[config.mk]
export PLATFORM = sky130hd
export DESIGN_NAME = npu_result_reader
export DESIGN_NICKNAME = d
export VERILOG_FILES = /design/src/rtl/npu_pkg.sv /design/src/rtl/npu_argmax_tracker.sv /design/src/rtl/npu_result_reader.sv
export SDC_FILE = /design/constraint.sdc
export NUM_CORES = 1
export LEC_CHECK = 0
export ABC_CLOCK_PERIOD_IN_PS = 4500
export BUFFER_PORTS_ARGS = -buffer_cell sky130_fd_sc_hd__buf_2
export CORE_ASPECT_RATIO = 1.5
export CORE_UTILIZATION = 49
export CTS_CLUSTER_SIZE = 20
export DETAILED_ROUTE_END_ITERATION = 12
export PLACE_DENSITY = 0.83
export SLEW_MARGIN = 20
export SYNTH_ARGS = -nofsm -noshare
export SYNTH_HDL_FRONTEND = slang
export SYNTH_SLANG_ARGS = --single-unit
export TNS_END_PERCENT = 50
[constraint.sdc]
create_clock -name CLKEXT -period 4.5 [get_ports CLKEXT]
set_clock_uncertainty 0.2 [all_clocks]
set_input_delay 0.45 -clock CLKEXT [delete_from_list [all_inputs] [get_ports CLKEXT]]
set_output_delay 0.45 -clock CLKEXT [all_outputs]
set_load 0.02 [all_outputs]
[src/rtl/npu_pkg.sv]
// Shared definitions for the NPU result reader: widths and the reader FSM state encoding.
package npu_pkg;

  localparam int NPU_BYTE_W = 8;
  localparam int NPU_RES_W  = 16;
  localparam int NPU_IDX_W  = 4;

  typedef enum logic [2:0] {
    ST_IDLE,
    ST_FETCH_HI,
    ST_WAIT_HI,
    ST_FETCH_LO,
    ST_WAIT_LO,
    ST_PRESENT,
    ST_DONE
  } reader_state_t;

endpackage

[src/rtl/npu_argmax_tracker.sv]
// Running signed maximum over the words of one frame; the first loaded word always wins,
// later words replace it only when strictly greater.
module npu_argmax_tracker
  import npu_pkg::*;
(
  input  logic                 clk,
  input  logic                 rst_n,
  input  logic                 clear,
  input  logic                 load,
  input  logic [NPU_RES_W-1:0] data,
  input  logic [NPU_IDX_W-1:0] idx,
  output logic [NPU_RES_W-1:0] max_val,
  output logic [NPU_IDX_W-1:0] max_idx
);

  logic first;

  always_ff @(posedge clk or negedge rst_n) begin
    if (!rst_n) begin
      max_val <= '0;
      max_idx <= '0;
      first   <= 1'b1;
    end else if (clear) begin
      max_val <= '0;
      max_idx <= '0;
      first   <= 1'b1;
    end else if (load) begin
      first <= 1'b0;
      if (first || ($signed(data) > $signed(max_val))) begin
        max_val <= data;
        max_idx <= idx;
      end
    end
  end

endmodule

[src/rtl/npu_result_reader.sv]
// Drains NPU output FIFO byte pairs into 16-bit results (high byte first) over valid/ready.
// Optional argmax tracking is enabled by defining NPU_READER_ARGMAX_EN.
module npu_result_reader
  import npu_pkg::*;
#(
  parameter int NUM_RESULTS = 4
) (
  input  logic                  CLKEXT,
  input  logic                  RST_GLO_N,
  input  logic                  START,
  input  logic                  EMPTY,
  input  logic [NPU_BYTE_W-1:0] FIFO_DATA,
  output logic                  RD_EN,
  output logic [NPU_RES_W-1:0]  RES_DATA,
  output logic [NPU_IDX_W-1:0]  RES_IDX,
  output logic                  RES_VALID,
  input  logic                  RES_READY,
  output logic                  RES_LAST,
  output logic                  BUSY,
  output logic                  FRAME_DONE,
  output logic [NPU_IDX_W-1:0]  ARGMAX_IDX,
  output logic [NPU_RES_W-1:0]  ARGMAX_VAL
);

  reader_state_t         state, next_state;
  logic [NPU_IDX_W-1:0]  cnt;
  logic [NPU_BYTE_W-1:0] hi_reg, lo_reg;
  logic                  busy_reg;
  logic                  start_frame, accept;

  assign start_frame = (state == ST_IDLE) && START;
  assign accept      = (state == ST_PRESENT) && RES_READY;

  always_ff @(posedge CLKEXT or negedge RST_GLO_N) begin
    if (!RST_GLO_N) state <= ST_IDLE;
    else            state <= next_state;
  end

  always_comb begin
    next_state = state;
    unique case (state)
      ST_IDLE:     if (START)  next_state = ST_FETCH_HI;
      ST_FETCH_HI: if (!EMPTY) next_state = ST_WAIT_HI;
      ST_WAIT_HI:              next_state = ST_FETCH_LO;
      ST_FETCH_LO: if (!EMPTY) next_state = ST_WAIT_LO;
      ST_WAIT_LO:              next_state = ST_PRESENT;
      ST_PRESENT:  if (RES_READY) next_state = (cnt == '0) ? ST_DONE : ST_FETCH_HI;
      ST_DONE:                 next_state = ST_IDLE;
      default:                 next_state = ST_IDLE;
    endcase
  end

  always_comb begin
    RD_EN      = 1'b0;
    RES_VALID  = 1'b0;
    RES_LAST   = 1'b0;
    FRAME_DONE = 1'b0;
    unique case (state)
      ST_FETCH_HI, ST_FETCH_LO: RD_EN = !EMPTY;
      ST_PRESENT: begin
        RES_VALID = 1'b1;
        RES_LAST  = (cnt == '0);
      end
      ST_DONE:    FRAME_DONE = 1'b1;
      default:    ;
    endcase
  end

  // FIFO data is valid the cycle after the pop, which is exactly the WAIT_* state.
  always_ff @(posedge CLKEXT or negedge RST_GLO_N) begin
    if (!RST_GLO_N) begin
      cnt      <= '0;
      hi_reg   <= '0;
      lo_reg   <= '0;
      busy_reg <= 1'b0;
    end else begin
      if (start_frame)                cnt <= NPU_IDX_W'(NUM_RESULTS - 1);
      else if (accept && cnt != '0)   cnt <= cnt - 1'b1;
      if (state == ST_WAIT_HI) hi_reg <= FIFO_DATA;
      if (state == ST_WAIT_LO) lo_reg <= FIFO_DATA;
      if (start_frame)            busy_reg <= 1'b1;
      else if (state == ST_DONE)  busy_reg <= 1'b0;
    end
  end

  assign RES_DATA = {hi_reg, lo_reg};
  assign RES_IDX  = cnt;
  assign BUSY     = busy_reg;

`ifdef NPU_READER_ARGMAX_EN
  npu_argmax_tracker u_argmax (
    .clk     (CLKEXT),
    .rst_n   (RST_GLO_N),
    .clear   (start_frame),
    .load    (accept),
    .data    (RES_DATA),
    .idx     (cnt),
    .max_val (ARGMAX_VAL),
    .max_idx (ARGMAX_IDX)
  );
`else
  assign ARGMAX_IDX = '0;
  assign ARGMAX_VAL = '0;
`endif

endmodule

==> flow_summary.yaml <==
die:
  die_w_um: 43.4
  start_util: 0.515
  rows: 22
  die_h_um: 64.1
  core_area_um2: 2450
  ios: 58
  die_area_um2: 2790
yosys:
  synth-seq-cells: 24
  netlist_instances: 109
  synth.yosys.seq_area_share: 0.476
  synth.avg_cell_area_um2: 11.6
  yosys_most_used_dff: "dfrtp_1"
  synth_edf_count: 0
  yosysUniqueCellTypes: 27
  synth_async_sr_flop_share: 1.00
  syn_area_um2: 1260
  yosys_warnings: 0
sta:
  worst_slew_pin_slew_ps: 517
  setup_viol: 0
  period_share: 0.562
  maxSlewHeadroom: 0.656
  rsz0062_at_grt: "false"
  hold_violations: 0
  fin_crit_ps: 2530
  finalSetupTns_ps: 0
  slew_violations: 0
  hold-worst-slack_ps: 182
  fmax_mhz: 395
pwr:
  comb_power_share: 0.477
  finalPower_w: 0.000912
  swShare: 0.420
  p_leak_nw: 0.737
  power_switching_w: 0.000383
  vdd_ir_drop_max_uv: 452
  p_int_w: 0.000529
  clkPwrFrac: 0.099
  p_seq_frac: 0.424
  power_density_nw_per_um2: 655
outcome:
  violations: "design-rule violations"
  status: "complete, but fails checks"
final_layout:
  fill_cells: 206
  diodes: 0
  area_growth_pct: 10.5
  nets: 163
  fin_area_um2: 1390
  drive_above_1_share: 0.445
detailed_routing:
  firstDrtPassIters: 8
  drt_iter0_markers: 23
  drc: 4
  vias_per_cell: 5.28
  ant_nets: 0
  num_vias: 897
  routed_wl_um: 2260
  wl_per_cell_um: 13.3
worst_setup_path:
  path_class: "flop to primary output"
  crit_start: "RES_IDX[0]"
  critical_path.max_fanout: 10
  cp.arrival_ps: 1880
  end_kind: "primary output"
  reg2reg_to: "state[0]"
  r2r-start: "RES_IDX[0]"
  reg2regPathDepth: 5
  r2r_slack_ps: 2470
  crit_required_ps: 3850
  startpoint_type: "flop"
  cp-endpoint: "RES_LAST"
global_route:
  grt_max_degree: 25
  antenna_found_initial: 0
  grt_pass1_vias: 866
  gr-total-overflow: 0
  grt_util_all_layers: 0.184
  grt_pass1_wl_um: 3760
clock_network:
  cts_tree: "yes"
  clockBufferDepth: 2
  cts_root_buffer: "clkbuf_4"
  cts.repair.resized: 0
  postCtsSetupBuffers: 0
  clk_latency_ps: 300
  clock-sinks: 24
  ctsHoldBuffers: 1
  cts_buffers: 3
  htree_levels: 1
  clk_pin_slew_ps: 120
place:
  place_area_um2: 1360
  hpwl_um: 1720
  port-buffer-count: 37
  gp_congestion: 0.728
flow_run:
  drv_cap: 0
worst_hold_path:
  worstHoldPathType: "input pin to flop"
## layer usage
metal | track usage | part of all wire | routed length (um)
met3 | 0.0254 | 0.041 | 93
met1 | 0.193 | 0.38 | 858
met2 | 0.343 | 0.56 | 1260
met5 | 0 | 0 | 0
met4 | 0.0859 | 0.020 | 45
## placed cells by master (no fill, tap or decap), types with 2 or more instances in the layout
cell type,netlist,routed
ha_1,2,2
and3_2,3,3
mux2i_1,2,2
nor2_1,4,4
o21ai_1,2,2
nand2_1,6,6
nor2_2,2,2
mux2_2,16,16
dfrtp_1,24,24
conb_1,1,20
buf_2,0,37
a21oi_1,3,3
o22ai_1,3,3
clkbuf_4,0,3
nand3_1,2,2
nor3_1,2,2
inv_1,5,5
## Yosys cell counts (all sizes together) (2+ instances only)
master / n / area share
ha: 2 / 0.020
nand2b: 2 / 0.018
mux2i: 2 / 0.016
nor2: 6 / 0.022
nand2: 6 / 0.018
dfrtp: 24 / 0.48
a21oi: 3 / 0.012
nor3: 2 / 0.0079
o22ai: 3 / 0.015
buf: 22 / 0.14
nand3: 2 / 0.0079
inv: 5 / 0.015
and3: 3 / 0.018
o21ai: 3 / 0.012
mux2: 16 / 0.14
## final cells by class
| type | count | area (um2) | share of cell area |
|---|---|---|---|
| Timing Repair Buffer | 38 | 195 | 0.140 |
| Tap cell | 24 | 30.0 | 0.0215 |
| Multi-Input combinational cell | 76 | 527 | 0.378 |
| Inverter | 5 | 18.8 | 0.0135 |
| Sequential cell | 24 | 601 | 0.431 |
| Clock buffer | 3 | 22.5 | 0.0162 |
## worst min-delay path by stage
stage	from	endpoint	slack [ps]	depth (start not counted)
after floorplan	RST_GLO_N	BUSY	-50	0
after global placement	RST_GLO_N	hi_reg[0]	250	1
after detailed placement	RST_GLO_N	hi_reg[0]	260	1
after CTS	FIFO_DATA[0]	hi_reg[0]	170	2
after global routing	FIFO_DATA[5]	lo_reg[5]	170	2
final	FIFO_DATA[6]	hi_reg[6]	180	2
## logic make-up (layout without fill, tap and decap cells)
kind of cell	after synthesis	in the layout	synth area share
buffers and inverters	28	46	0.163
flip-flops	24	24	0.476
AND/OR/NAND/NOR	24	24	0.114
multiplexers	18	18	0.159
AO/OA/AOI/OAI	12	12	0.0655
adder cells (fa/ha/maj)	2	2	0.0198
other	1	20	0.00297
## power by group through the flow
stage | clock network [W] | logic, W | registers [W]
floorplan | 0 | 0.000264 | 0.000460
global placement | 0 | 0.000427 | 0.000381
detailed placement | 0 | 0.000440 | 0.000389
CTS | 0.0000938 | 0.000441 | 0.000387
global route | 0.000101 | 0.000468 | 0.000400
finish | 0.0000905 | 0.000435 | 0.000387
## critical path, cell delays in order, from the launching register on
cell     delay, ps
dfrtp_1        450
inv_1          100
ha_1           140
or3b_1         510
nor3_1         180
buf_2          190
## per-stage QoR
stage           util  instances  worst slack [ps]
2_1_floorplan      -        128              2210
3_3_place_gp   0.556        166              2420
3_5_place_dp   0.556        166              2330
4_1_cts        0.569        170              1970
5_1_grt        0.569        170              1820
6_report       0.569        170              1970
(Power assumes the default switching activity.)
